`src/rtl/cflog_writer_pkg.sv`:
```
// Shared definitions for the control-flow log writer: FSM encoding, default
// log geometry and entry layout constants.
package cflog_writer_pkg;

  typedef enum logic [2:0] {
    ST_IDLE     = 3'd0,
    ST_WAIT_DST = 3'd1,
    ST_WR_SRC   = 3'd2,
    ST_WR_DST   = 3'd3,
    ST_FULL     = 3'd4
  } cflog_state_e;

  localparam logic [15:0] CFLOG_LOG_BASE_DEF = 16'hA100;
  localparam logic [15:0] CFLOG_LOG_SIZE_DEF = 16'h0100;
  localparam int unsigned CFLOG_ENTRY_WORDS  = 2;
  localparam logic [15:0] CFLOG_WORD_BYTES   = 16'd2;
  localparam logic [15:0] CFLOG_ENTRY_BYTES  = 16'd4;

  function automatic logic cflog_in_region(input logic [15:0] addr,
                                           input logic [15:0] lo,
                                           input logic [15:0] hi);
    return (addr >= lo) && (addr <= hi);
  endfunction

endpackage

```
`src/rtl/cflog_edge_det.sv`:
```
// Rising-edge detector: turns a multi-cycle branch_detect level into a
// single-cycle event pulse.
module cflog_edge_det (
  input  logic clk,
  input  logic rst_n,
  input  logic level_i,
  output logic rise_o
);

  logic level_q;

  // Registered copy of the level, used to spot the low-to-high transition.
  always_ff @(posedge clk or negedge rst_n) begin
    if (!rst_n) begin
      level_q <= 1'b0;
    end else begin
      level_q <= level_i;
    end
  end

  assign rise_o = level_i & ~level_q;

endmodule

```
`src/rtl/cflog_writer.sv`:
```
// Control-flow log writer: records (source PC, destination PC) pairs into the
// CF-Log region. Optional macro CFLOG_ER_FILTER_EN restricts logging to [ER_min, ER_max].
module cflog_writer
  import cflog_writer_pkg::*;
#(
  parameter logic [15:0] LOG_BASE = CFLOG_LOG_BASE_DEF,
  parameter logic [15:0] LOG_SIZE = CFLOG_LOG_SIZE_DEF
) (
  input  logic        clk,
  input  logic        rst_n,
  input  logic [15:0] pc,
  input  logic        inst_fetch,
  input  logic        branch_detect,
  input  logic [15:0] ER_min,
  input  logic [15:0] ER_max,
  input  logic        log_clr,
  output logic        log_wr_en,
  output logic [15:0] log_wr_addr,
  output logic [15:0] log_wr_data,
  output logic [15:0] log_ptr,
  output logic        log_full,
  output logic        log_ovf,
  output logic        flush_req
);

  cflog_state_e state_q, state_d;
  logic [15:0]  src_q, src_d;
  logic [15:0]  dst_q, dst_d;
  logic [15:0]  ptr_q, ptr_d;
  logic [15:0]  addr_q, addr_d;
  logic [15:0]  data_q, data_d;
  logic         wr_en_q, wr_en_d;
  logic         full_q, full_d;
  logic         flush_q, flush_d;
  logic         ovf_q, ovf_d;
  logic         det_s;
  logic         accept_s;

  cflog_edge_det u_edge_det (
    .clk     (clk),
    .rst_n   (rst_n),
    .level_i (branch_detect),
    .rise_o  (det_s)
  );

`ifdef CFLOG_ER_FILTER_EN
  assign accept_s = det_s & cflog_in_region(pc, ER_min, ER_max);
`else
  logic unused_er_s;
  assign unused_er_s = ^{ER_min, ER_max};
  assign accept_s    = det_s;
`endif

  // Next-state, pointer and registered-output computation.
  always_comb begin
    state_d = state_q;
    src_d   = src_q;
    dst_d   = dst_q;
    ptr_d   = ptr_q;
    addr_d  = addr_q;
    data_d  = data_q;
    wr_en_d = 1'b0;
    full_d  = full_q;
    flush_d = flush_q;
    ovf_d   = ovf_q;
    if (log_clr) begin
      // Clear wins over everything, including a coincident det.
      state_d = ST_IDLE;
      ptr_d   = 16'd0;
      full_d  = 1'b0;
      flush_d = 1'b0;
      ovf_d   = 1'b0;
    end else begin
      case (state_q)
        ST_IDLE: begin
          if (accept_s) begin
            src_d   = pc;
            state_d = ST_WAIT_DST;
          end else begin
            state_d = ST_IDLE;
          end
        end
        ST_WAIT_DST: begin
          if (det_s) begin
            ovf_d = 1'b1;
          end else begin
            ovf_d = ovf_q;
          end
          if (inst_fetch) begin
            dst_d   = pc;
            state_d = ST_WR_SRC;
            wr_en_d = 1'b1;
            addr_d  = LOG_BASE + ptr_q;
            data_d  = src_q;
          end else begin
            state_d = ST_WAIT_DST;
          end
        end
        ST_WR_SRC: begin
          if (det_s) begin
            ovf_d = 1'b1;
          end else begin
            ovf_d = ovf_q;
          end
          ptr_d   = ptr_q + CFLOG_WORD_BYTES;
          state_d = ST_WR_DST;
          wr_en_d = 1'b1;
          addr_d  = LOG_BASE + ptr_d;
          data_d  = dst_q;
        end
        ST_WR_DST: begin
          if (det_s) begin
            ovf_d = 1'b1;
          end else begin
            ovf_d = ovf_q;
          end
          ptr_d = ptr_q + CFLOG_WORD_BYTES;
          if (ptr_d == LOG_SIZE) begin
            state_d = ST_FULL;
            full_d  = 1'b1;
            flush_d = 1'b1;
          end else begin
            state_d = ST_IDLE;
          end
        end
        ST_FULL: begin
          if (det_s) begin
            ovf_d = 1'b1;
          end else begin
            ovf_d = ovf_q;
          end
          full_d  = 1'b1;
          flush_d = 1'b1;
        end
        default: begin
          state_d = ST_IDLE;
        end
      endcase
    end
  end

  // State and output registers.
  always_ff @(posedge clk or negedge rst_n) begin
    if (!rst_n) begin
      state_q <= ST_IDLE;
      src_q   <= 16'd0;
      dst_q   <= 16'd0;
      ptr_q   <= 16'd0;
      addr_q  <= 16'd0;
      data_q  <= 16'd0;
      wr_en_q <= 1'b0;
      full_q  <= 1'b0;
      flush_q <= 1'b0;
      ovf_q   <= 1'b0;
    end else begin
      state_q <= state_d;
      src_q   <= src_d;
      dst_q   <= dst_d;
      ptr_q   <= ptr_d;
      addr_q  <= addr_d;
      data_q  <= data_d;
      wr_en_q <= wr_en_d;
      full_q  <= full_d;
      flush_q <= flush_d;
      ovf_q   <= ovf_d;
    end
  end

  assign log_wr_en   = wr_en_q;
  assign log_wr_addr = addr_q;
  assign log_wr_data = data_q;
  assign log_ptr     = ptr_q;
  assign log_full    = full_q;
  assign log_ovf     = ovf_q;
  assign flush_req   = flush_q;

endmodule

```
`config.mk`:
```
export PLATFORM = sky130hd
export DESIGN_NAME = cflog_writer
export DESIGN_NICKNAME = d
export VERILOG_FILES = /design/src/rtl/cflog_writer_pkg.sv /design/src/rtl/cflog_edge_det.sv /design/src/rtl/cflog_writer.sv
export SDC_FILE = /design/constraint.sdc
export NUM_CORES = 1
export LEC_CHECK = 0
export BUFFER_PORTS_ARGS = -buffer_cell sky130_fd_sc_hd__buf_2
export CAP_MARGIN = 10
export CORE_ASPECT_RATIO = 1.4
export CORE_MARGIN = 3
export CORE_UTILIZATION = 27
export DETAILED_ROUTE_END_ITERATION = 12
export PLACE_DENSITY = 0.54
export SYNTH_ARGS = -nofsm -noshare
export SYNTH_HDL_FRONTEND = slang
export SYNTH_SLANG_ARGS = --single-unit
```
`constraint.sdc`:
```
create_clock -name clk -period 4.4 [get_ports clk]
set_clock_uncertainty 0.1 [all_clocks]
set_input_delay 0.44 -clock clk [delete_from_list [all_inputs] [get_ports clk]]
set_output_delay 0.44 -clock clk [all_outputs]
set_load 0.05 [all_outputs]
```
; Word level (Yosys, flattened, before mapping)
; Cells that the tools add are included.
; W data, S select, Z words.
[word_totals]
ff_bits = 87
latch_bits = 0
ram_bits = 0
romBits = 0
in_bits = 53
out_inout_bits = 52
n_memories = 0
[classes]
add_sub_neg = 3
multipliers = 0
div_mod_pow = 0
n_lt_le_gt_ge = 0
eq_ne = 8
shift = 0
muxes = 20
bitwise = 3
reduce_logical = 13
[op_table]
columns = cell, n
row1 = $mux W16, 4
row2 = $pmux W16 S2, 2
row3 = $add A16 B16 Y16 const A, 2
row4 = $add A16 B2 Y16 const B, 1
row5 = $eq A16 B9 Y1 const B, 1
row6 = $pmux W3 S5, 1
row7 = $reduce_and A3 Y1, 3
row8 = $mux W1, 8
row9 = $reduce_bool A2 Y1, 4
row10 = $eq A3 B2 Y1 const B, 2
row11 = $mux W3, 2
row12 = $ne A2 B2 Y1 const B, 2
row13 = $pmux W1 S2, 2
row14 = $reduce_and A2 Y1, 2
row15 = $reduce_or A4 Y1, 1
row16 = $eq A3 B1 Y1 const B, 1
row17 = $eq A3 B3 Y1 const B, 1
row18 = $logic_not A3 Y1, 1
row19 = $ne A3 B3 Y1 const B, 1
row20 = $reduce_bool A3 Y1, 1
row21 = $mux W2, 1
row22 = $not A1 Y1, 2
row23 = $reduce_or A2 Y1, 1
row24 = $and A1 B1 Y1, 1

; Logic depth before layout (Yosys ltp)
; Gate-level depths: netlist (run 1).
[logic_depth]
word_depth = 5
depth_mapped = 10

; Cells and area by module
; Synthesis (run 1) repeated with hierarchy kept, for this count alone.
[hier_totals]
cells_unflattened = 416
area_unflattened_um2 = 4169.0
[modules_own_cells]
columns = mod, instances, cells_each, area_per_inst_um2
row1 = cflog_writer, 1, 414, 4130.2
row2 = cflog_edge_det, 1, 2, 38.8

; Worst setup path before layout (run 1)
; Ideal clock, no wire load.
[synth_timing]
path_type = reg2reg
start = register ptr_q[1], in the netlist log_ptr[1]
end = register addr_q[15], in the netlist log_wr_addr[15]
setup_time_ns = 0.082
arrival_time_ns = 2.632
path_slack_ns = 1.587
stages_incl_launch_ff = 8
period_less_slack_ns = 2.813
cell_sequence = dfrtp_1 -> buf_2 -> nand4_1 -> nor4_1 -> nand2_1 -> xor2_1 -> or3_1 -> a31oi_1
[synth_between]
elab_chain_cells = 3
word_cells_on_any_way = 5
cone_classes = add/sub (3) / mux (2)
[synth_rtl]
columns = element, line
row1 = start: declaration, cflog_writer.sv:29  ; logic [15:0] ptr_q, ptr_d;
row2 = start signal: assignment, cflog_writer.sv:159  ; ptr_q <= ptr_d;
row3 = $add A16 B2 Y16 / $add A16 B16 Y16 (equally long branches), "cflog_writer.sv:105, cflog_writer.sv:93"
row4 = $add A16 B16 Y16 / $mux W16 (equally long branches), "cflog_writer.sv:108, cflog_writer.sv:89"
row5 = $pmux W16 S2 *, cflog_writer.sv:74  ; case (state_q)
row6 = end signal: assignment, cflog_writer.sv:160  ; addr_q <= addr_d;
row7 = end: declaration, cflog_writer.sv:30  ; logic [15:0] addr_q, addr_d;
; Every way passes the cells marked *; elsewhere a longest branch is shown, timed or not. The select of a mux whose other input is x is not followed.
; A chain may end at the register's enable or synchronous reset.

; Final worst setup path (run 1)
; Ends and elaborated chain as after synthesis.

==> results of run 1 <==
[layer usage]
metal / up-vias / part of all wire / routed length (um)
met3: 20 / 0.058 / 597
met5: - / 0 / 0
met1: 1543 / 0.41 / 4200
met4: 0 / 0.023 / 236
li1: 1500 / - / -
met2: 71 / 0.51 / 5230
[through the flow]
stage | setup WS, ns | instances | hold slack, ns
after floorplan | 1.59 | 405 | 0.0444
after global placement | 1.54 | 638 | 0.381
after detailed placement | 1.54 | 638 | 0.393
after CTS | 1.49 | 651 | 0.0290
after global routing | 1.30 | 651 | 0.0562
final | 1.48 | 651 | 0.00234
[critical path, delay by kind of cell, from the launching register on]
kind	cells	cell delay, ns
AO/OA/AOI/OAI	1	0.18
AND/OR/NAND/NOR	4	1.77
XOR/XNOR	1	0.21
flip-flops	1	0.57
[worst paths after layout]
kind	from	slack, ns	depth (start not counted)	endpoint
setup / recovery	log_ptr[1]$_DFFE_PN0N_	1.48	6	log_wr_addr[15]$_DFFE_PN0P_
hold / removal	rst_n	0.002	1	log_ptr[12]$_DFFE_PN0N_
setup reg to reg	log_ptr[1]$_DFFE_PN0N_	1.48	6	log_wr_addr[15]$_DFFE_PN0P_
hold reg to reg	log_ovf$_DFFE_PN0P_	0.40	2	log_ovf$_DFFE_PN0P_
max in group asynchronous	rst_n	3.25	2	dst_q[2]$_DFFE_PN0P_
min in group clk	branch_detect	0.11	1	u_edge_det.level_q$_DFF_PN0_
[power by group through the flow]
stage               Clock (W)  Combinational (W)  Sequential [W]
finish               0.000718           0.000926         0.00111
global route         0.000779            0.00100         0.00115
CTS                  0.000747           0.000946         0.00112
detailed placement          0           0.000946         0.00113
global placement            0           0.000932         0.00112
floorplan                   0           0.000259         0.00156
[cell families (layout without fill, tap and decap cells)]
logic type / Yosys count / count (layout) / share of synthesized area
other: 1 / 2 / 0.000914
AND/OR/NAND/NOR: 155 / 155 / 0.182
multiplexers: 35 / 35 / 0.0958
flip-flops: 85 / 85 / 0.519
AO/OA/AOI/OAI: 59 / 59 / 0.0888
buffers and inverters: 36 / 93 / 0.0415
XOR/XNOR: 31 / 31 / 0.0662
adder cells (fa/ha/maj): 2 / 2 / 0.00610
[area by class of cell]
cell class / count / share of cell area
flip-flops and latches: 85 / 0.437
multi-input cells: 284 / 0.374
repair buffers: 77 / 0.0832
well taps: 189 / 0.0485
clock buffers: 10 / 0.0470
clock inverters: 3 / 0.00822
inverters: 3 / 0.00231
[layout by cell type, fill, tap and decap left out, types with 2 or more instances in the layout]
master      n
dfrtp_1    85
buf_2      69
nand2_1    53
nor2_1     50
mux2_2     34
a21oi_1    19
xor2_1     18
a31oi_1    18
xnor2_1    13
nand3_1     9
clkbuf_16   9
nor4_1      8
buf_4       8
nor3_1      7
nand4_1     6
o21ai_0     6
or3_1       4
o31a_1      3
nand4b_1    3
nor2b_1     3
inv_1       3
or2_2       2
nor4_4      2
o21ai_1     2
ha_1        2
conb_1      2
clkinv_2    2
[flip-flops by register name, indices dropped and copies added, names as in the netlist]
signal              cells
log_ptr                15
flush_req               1
dst_q                  16
log_wr_en               1
log_wr_data            16
state_q                 3
u_edge_det.level_q      1
log_ovf                 1
log_wr_addr            15
src_q                  16
==> results.sh, run 1 <==
export IMPL_finalInstanceArea_sq_um=4870
export IMPL_path_class="flip-flop to flip-flop"
export IMPL_synth_top_area_cell="dfrtp_1"
export IMPL_synth_edf_count=0
export IMPL_synth_area_leaders="dfrtp_1, mux2_2, nand2_1"
export IMPL_use_met3=0.0365
export IMPL_pwr_share_clk=0.261
export IMPL_p_per_area_nw_per_um2=566
export IMPL_antenna_cells=0
export IMPL_fin_crit_sh=0.663
export IMPL_die_w_um=110
export IMPL_cpMaxStageDelayCell="nor4_1"
export IMPL_grt_pass1_vias=3225
export IMPL_place_congestion=0.762
export IMPL_synth_cell_types=45
export IMPL_grt_pass1_wl_um=17100
export IMPL_finalPower_w=0.00276
export IMPL_outcome="finished, final reports clean"
export IMPL_area_delta_synth_final_pct=18.8
export IMPL_firstDrtPassIters=4
export IMPL_busiest_layer="met2"
export IMPL_cts_resized=0
export IMPL_wl_per_cell_um=15.8
export IMPL_hold_viol_final=0
export IMPL_drive_gt1_frac=0.281
export IMPL_totalWireLength_um=10300
export IMPL_path_max_fanout=11
export IMPL_clkLatencyLatePin_ns=0.34
export IMPL_cp_start_kind="flip-flop"
export IMPL_start_util=0.280
export IMPL_comb_power_share=0.336
export IMPL_rsz0062_at_grt="false"
export IMPL_p_sw_frac=0.391
export IMPL_avgViaCountPerCell=4.81
export IMPL_ios=105
export IMPL_fmax_mhz=343
export IMPL_cp_end_kind="flip-flop"
export IMPL_utilization=0.333
export IMPL_drtIter0Drc=145
export IMPL_cts_tree="yes"
export IMPL_synth_cells_most_frequent="dfrtp_1, nand2_1, nor2_1, mux2_2, clkbuf_1"
export IMPL_power_switching_w=0.00108
export IMPL_relSlewSlack=0.368
export IMPL_worst_pin_slew_ns=0.945
export IMPL_post_cts_buffers=0
export IMPL_cts_made_buffers=9
export IMPL_ys_warn_count=0
export IMPL_setup_tns_final_ns=0
export IMPL_p_int_w=0.00168
export IMPL_dieArea_sq_um=16700
export IMPL_maxCapViolCount=0
export IMPL_cts_max_path_buffers=2
export IMPL_cts_root_buf="clkbuf_16"
export IMPL_path_clk_slew_ns=0.07
export IMPL_drc=0
export IMPL_finalCriticalPeriod_ns=2.92
export IMPL_num_nets_final=515
export IMPL_use_met1=0.156
export IMPL_netlist_area_leader_share=0.519
export IMPL_grt_total_usage=0.130
export IMPL_ant_nets=0
export IMPL_synth_area_per_cell_sq_um=10.2
export IMPL_multi_input_area_sq_um=1820
export IMPL_rows=52
export IMPL_fp_dieH_um=152
export IMPL_final_max_slew_viol_count=0
export IMPL_fillCellCount=1530
export IMPL_worstPathArrival_ns=3.07
export IMPL_num_vias=3134
export IMPL_ys_flop_type="dfrtp_1"
export IMPL_overflow=0
export IMPL_syn_inst=404
export IMPL_core_area_sq_um=14600
export IMPL_yosysMostFrequentCell="dfrtp_1"
export IMPL_cp_data_required_time_ns=4.56
export IMPL_syn_area_sq_um=4100
export IMPL_ys_ff_latch=85
export IMPL_htreeDepth=3
export IMPL_async_flop_share=1.00
export IMPL_hold_path_class="input port to asynchronous set/reset pin"
export IMPL_regArea_sq_um=2130
export IMPL_leakage_nw=2.11
export IMPL_dpl_cell_area_sq_um=4600
export IMPL_grtUsageMet2=0.217
export IMPL_yosysSeqAreaShare=0.519
export IMPL_cts_sinks=85
export IMPL_setup_viol_count_final=0
export IMPL_place_hpwl_um=7010
export IMPL_antenna_found_initial=0
export IMPL_worstPathCellList="nand4_1, nor4_1, nand2_1, xor2_1, or3_1, a31oi_1"
export IMPL_vdd_drop_max_uv=309
export IMPL_grt_max_degree=49
export IMPL_hold_buffers=0
export IMPL_cp_slowest_stage_delay_ns=0.76
export IMPL_port_buffers=70
export IMPL_pwr_share_seq=0.404
Note: power is estimated with default switching activity, not from simulation.
==> inputs of run 2 (changes only) <==
==> constraint.sdc (replaced) <==
create_clock -name clk -period 2.9 [get_ports clk]
set_clock_uncertainty 0.1 [all_clocks]
set_input_delay 0.29 -clock clk [delete_from_list [all_inputs] [get_ports clk]]
set_output_delay 0.29 -clock clk [all_outputs]
set_load 0.05 [all_outputs]
==> run 2 against run 1 <==
Compared with the run above: via count increased by 1.8%; highest routed layer unchanged; clock power grew 82%; largest cell class unchanged; critical path depth up 1; critical path type unchanged.
==> results.sh, run 2 (same netlist as run 1, synthesis figures left out) <==
export IMPL_cp_data_required_time_ns=3.06
export IMPL_finalCriticalPeriod_ns=2.65
export IMPL_core_area_sq_um=14600
export IMPL_p_per_area_nw_per_um2=870
export IMPL_grt_pass1_wl_um=16900
export IMPL_relSlewSlack=0.285
export IMPL_port_buffers=70
export IMPL_dieArea_sq_um=16700
export IMPL_instances_no_fill=667
export IMPL_numPlacedInstances=650
export IMPL_overflow=0
export IMPL_start_util=0.280
export IMPL_path_class="flip-flop to flip-flop"
export IMPL_cts_tree="yes"
export IMPL_comb_power_share=0.321
export IMPL_setup_viol_count_final=0
export IMPL_finalPower_w=0.00441
export IMPL_path_clk_slew_ns=0.06
export IMPL_hold_path_class="input port to asynchronous set/reset pin"
export IMPL_cts_made_buffers=9
export IMPL_worstPathArrival_ns=2.82
export IMPL_fillCellCount=1545
export IMPL_fmax_mhz=377
export IMPL_setup_tns_final_ns=0
export IMPL_fp_dieH_um=152
export IMPL_htreeDepth=3
export IMPL_cp_start_kind="flip-flop"
export IMPL_startpoint="state_q[2]$_DFFE_PN0P_"
export IMPL_area_delta_synth_final_pct=23.7
export IMPL_final_cell_mix="dfrtp_1, buf_2, nand2_1, nor2_1, mux2_2"
export IMPL_num_vias=3190
export IMPL_p_int_w=0.00276
export IMPL_avgViaCountPerCell=4.78
export IMPL_wl_per_cell_um=15.5
export IMPL_pwr_share_clk=0.296
export IMPL_leakage_nw=2.22
export IMPL_worst_pin_slew_ns=1.07
export IMPL_clkLatencyLatePin_ns=0.34
export IMPL_fin_crit_sh=0.915
export IMPL_utilization=0.347
export IMPL_layout_commonest_cell="dfrtp_1"
export IMPL_firstDrtPassIters=4
export IMPL_die_w_um=110
export IMPL_worstReg2RegStart="state_q[2]$_DFFE_PN0P_"
export IMPL_path_max_fanout=11
export IMPL_maxCapViolCount=0
export IMPL_grt_total_usage=0.130
export IMPL_grt_pass1_vias=3233
export IMPL_cp_end_kind="flip-flop"
export IMPL_drive_gt1_frac=0.310
export IMPL_ios=105
export IMPL_rsz0062_at_grt="false"
export IMPL_power_switching_w=0.00166
export IMPL_place_congestion=0.752
export IMPL_ant_nets=0
export IMPL_drtIter0Drc=124
export IMPL_cts_max_path_buffers=2
export IMPL_outcome="finished, final reports clean"
export IMPL_cts_sinks=85
export IMPL_cts_root_buf="clkbuf_16"
export IMPL_antenna_cells=0
export IMPL_hold_viol_final=0
export IMPL_num_nets_final=528
export IMPL_pwr_share_seq=0.383
export IMPL_vdd_drop_max_uv=644
export IMPL_place_hpwl_um=7240
export IMPL_p_sw_frac=0.376
export IMPL_rows=52
export IMPL_final_max_slew_viol_count=0
export IMPL_antenna_found_initial=0
export IMPL_grt_max_degree=86
export IMPL_totalWireLength_um=10300
export IMPL_drc=0
[run 2: area by class of cell]
cell class,instances,area [sq um],area share
Clock buffer,13,280,0.0552
Timing Repair Buffer,90,518,0.102
Tap cell,189,236,0.0466
Inverter,3,11.3,0.00222
Sequential cell,85,2130,0.419
Clock inverter,3,65.1,0.0128
Multi-Input combinational cell,284,1840,0.362
[run 2: power groups by stage]
stage / Sequential, W / Clock (W) / Combinational [W]
floorplan: 0.00237 / 0 / 0.000392
global placement: 0.00170 / 0 / 0.00142
detailed placement: 0.00171 / 0 / 0.00144
CTS: 0.00169 / 0.00134 / 0.00144
global route: 0.00173 / 0.00141 / 0.00151
finish: 0.00169 / 0.00131 / 0.00141
[run 2: critical path: stages, from the launching register on]
cell and delay (ns):
dfrtp_1 0.46, or3b_1 0.51, buf_4 0.25, nor4_4 0.28, xnor2_1 0.12, o31a_1 0.32, or3_1 0.35, a31oi_1 0.18
[run 2: worst paths after layout]
path	end	slack [ns]	depth (start not counted)
setup / recovery	log_wr_addr[15]$_DFFE_PN0P_	0.25	7
hold / removal	log_ptr[14]$_DFFE_PN0N_	0.04	1
setup reg to reg	log_wr_addr[15]$_DFFE_PN0P_	0.25	7
hold reg to reg	log_ovf$_DFFE_PN0P_	0.40	2
max in group asynchronous	log_wr_addr[5]$_DFFE_PN0P_	1.96	1
min in group clk	src_q[8]$_DFFE_PN0P_	0.09	2
[run 2: repair_timing]
item / CTS / global route
setup buffers: 0 / 0
hold buffers: 1 / 0
setup endpoints to repair: 0 / 1
resized for setup: 0 / 2
endpoints found under the hold margin: 1 / 0
[run 2: routing by layer]
| layer | GRT usage | part of all wire | up-vias |
|---|---|---|---|
| li1 | - | - | 1535 |
| met1 | 0.158 | 0.41 | 1560 |
| met2 | 0.218 | 0.51 | 79 |
| met3 | 0.0301 | 0.052 | 16 |
| met4 | 0.0563 | 0.024 | 0 |
| met5 | 0 | 0 | - |
[run 2: stage by stage]
step	setup WS (ns)	cell area, sq um	hold WS [ns]
after floorplan	0.0866	4110	-0.106
after global placement	0.275	4700	0.313
after detailed placement	0.267	4700	0.313
after CTS	0.228	5060	0.0799
after global routing	0.00578	5070	0.0863
final	0.245	5070	0.0365
==> inputs of run 3 (changes only) <==
--- a/config.mk
+++ b/config.mk
@@ -5,7 +5,7 @@
 export SDC_FILE = /design/constraint.sdc
 export NUM_CORES = 1
 export LEC_CHECK = 0
-export BUFFER_PORTS_ARGS = -buffer_cell sky130_fd_sc_hd__buf_2
+export BUFFER_PORTS_ARGS = -buffer_cell sky130_fd_sc_hd__buf_4
 export CAP_MARGIN = 10
 export CORE_ASPECT_RATIO = 1.4
 export CORE_MARGIN = 3
==> run 3 against run 2 <==
Compared with the run above: die area unchanged; via count is 0.22% lower; routed wire length is 1.5% higher; fmax is 0.43% lower; clock power fell by 12%; cell count is 0.30% higher; flip-flop and latch count stayed put; critical path type unchanged; critical endpoint is now log_wr_addr[14]$_DFFE_PN0P_.
==> results.sh, run 3 (same netlist as run 1, synthesis figures left out) <==
export IMPL_outcome="finished, final reports clean"
export IMPL_rsz0062_at_grt="false"
export IMPL_startpoint="state_q[2]$_DFFE_PN0P_"
export IMPL_reg2reg_slack_ns=0.23
export IMPL_fin_crit_sh=0.919
export IMPL_hold_viol_final=0
export IMPL_area_delta_synth_final_pct=26.7
export IMPL_cts_sinks=85
export IMPL_cts_resized=0
export IMPL_path_clk_slew_ns=0.06
export IMPL_cp_end_kind="flip-flop"
export IMPL_leakage_nw=2.24
export IMPL_cp_slowest_stage_delay_ns=0.50
export IMPL_wl_per_cell_um=15.7
export IMPL_drive_gt1_frac=0.304
export IMPL_worstPathArrival_ns=2.78
export IMPL_fp_dieH_um=152
export IMPL_port_buffers=70
export IMPL_num_vias=3183
export IMPL_totalWireLength_um=10500
export IMPL_dieArea_sq_um=16700
export IMPL_pwr_share_seq=0.387
export IMPL_worstPathCellList="or3b_1, nor4_1, or2_2, ha_1, inv_1, o41ai_1, xor2_1, a21oi_1"
export IMPL_comb_power_share=0.351
export IMPL_fmax_mhz=375
export IMPL_power_switching_w=0.00167
export IMPL_grt_total_usage=0.134
export IMPL_core_area_sq_um=14600
export IMPL_place_hpwl_um=7180
export IMPL_final_max_slew_viol_count=0
export IMPL_overflow=0
export IMPL_p_per_area_nw_per_um2=845
export IMPL_worstReg2RegEnd="log_wr_addr[14]$_DFFE_PN0P_"
export IMPL_finalCriticalPeriod_ns=2.67
export IMPL_drtIter0Drc=89
export IMPL_maxCapViolCount=0
export IMPL_worstReg2RegStart="state_q[2]$_DFFE_PN0P_"
export IMPL_num_nets_final=530
export IMPL_grt_pass1_wl_um=17500
export IMPL_p_int_w=0.00272
export IMPL_relSlewSlack=0.274
export IMPL_cp_data_required_time_ns=3.02
export IMPL_ios=105
export IMPL_timing_hold_ws_ns=0.0376
export IMPL_cp_start_kind="flip-flop"
export IMPL_avgViaCountPerCell=4.76
export IMPL_rr_worst_depth=8
export IMPL_setup_viol_count_final=0
export IMPL_layout_commonest_cell="buf_4"
export IMPL_htreeDepth=3
export IMPL_post_cts_buffers=0
export IMPL_clkLatencyLatePin_ns=0.33
export IMPL_start_util=0.280
export IMPL_antenna_cells=0
export IMPL_drc=0
export IMPL_setup_tns_final_ns=0
export IMPL_final_cell_mix="buf_4, dfrtp_1, nand2_1, nor2_1, mux2_2"
export IMPL_worst_pin_slew_ns=1.09
export IMPL_firstDrtPassIters=4
export IMPL_vdd_drop_max_uv=497
export IMPL_cts_tree="yes"
export IMPL_cts_made_buffers=9
export IMPL_path_class="flip-flop to flip-flop"
export IMPL_utilization=0.355
export IMPL_cpMaxStageDelayCell="or3b_1"
export IMPL_cts_max_path_buffers=2
export IMPL_cts_root_buf="clkbuf_16"
export IMPL_hold_path_class="input port to asynchronous set/reset pin"
export IMPL_die_w_um=110
export IMPL_grt_max_degree=86
export IMPL_grt_pass1_vias=3337
export IMPL_p_sw_frac=0.381
export IMPL_antenna_found_initial=0
export IMPL_ant_nets=0
export IMPL_rows=52
export IMPL_pwr_share_clk=0.262
export IMPL_path_max_fanout=9
export IMPL_place_congestion=0.770
-- run 3: changes by cell type in the layout (fill, tap and decap cells not counted) --
cell | previous run | this run
o41ai_1 | 0 | 1
clkinv_2 | 1 | 2
o41ai_2 | 1 | 0
nor4_2 | 1 | 0
clkinvlp_4 | 0 | 1
nor4_1 | 7 | 8
buf_2 | 69 | 0
bufinv_16 | 2 | 1
clkbuf_1 | 0 | 2
clkbuf_8 | 4 | 1
buf_4 | 19 | 90
-- run 3: per-layer routing --
layer	global-route usage	wire [um]	vias to the layer above
met2	0.231	5510	59
li1	-	-	1544
met1	0.161	4320	1569
met3	0.0327	503	11
met4	0.0428	170	0
met5	0	0	-
-- run 3: metrics by stage --
step / instance area (sq um) / worst slack [ns] / std cells / power [W]
after floorplan: 4110 / 0.0866 / 405 / 0.00276
after global placement: 4890 / 0.302 / 652 / 0.00326
after detailed placement: 4890 / 0.258 / 652 / 0.00329
after CTS: 5200 / 0.234 / 669 / 0.00446
after global routing: 5200 / 0.0863 / 669 / 0.00464
final: 5200 / 0.234 / 669 / 0.00439
-- run 3: final cells by class --
type / instances / area, sq um
fill: 1512 / 9440
clock inverter: 4 / 47.5
multi-input combinational: 284 / 1820
timing repair buffer: 92 / 706
inverter: 3 / 11.3
clock buffer: 12 / 246
sequential: 85 / 2130
tap: 189 / 236
-- run 3: power by group through the flow --
stage / Sequential, W / Clock [W] / Combinational (W)
after floorplan: 0.00237 / 0 / 0.000392
after global placement: 0.00171 / 0 / 0.00155
after detailed placement: 0.00172 / 0 / 0.00157
after CTS: 0.00170 / 0.00119 / 0.00157
after global routing: 0.00174 / 0.00124 / 0.00165
final: 0.00170 / 0.00115 / 0.00154
-- run 3: what timing repair did --
action	CTS	global route
endpoints found under the setup margin	0	0
hold buffers	1	0
endpoints found under the hold margin	1	0
-- run 3: critical path, delay by kind of cell (launching register included) --
| family | cells | cell delay [ns] |
|---|---|---|
| compound gates | 2 | 0.50 |
| xor+xnor | 1 | 0.18 |
| fa+ha+maj | 1 | 0.15 |
| buf+inv | 1 | 0.07 |
| flops | 1 | 0.47 |
| simple gates | 3 | 1.07 |
-- run 3: how the worst max path moves through the flow --
stage                                   to
2_1_floorplan  log_wr_addr[15]$_DFFE_PN0P_
3_3_place_gp   log_wr_addr[14]$_DFFE_PN0P_
3_5_place_dp   log_wr_addr[14]$_DFFE_PN0P_
4_1_cts        log_wr_addr[14]$_DFFE_PN0P_
5_1_grt        log_wr_addr[14]$_DFFE_PN0P_
6_report       log_wr_addr[14]$_DFFE_PN0P_
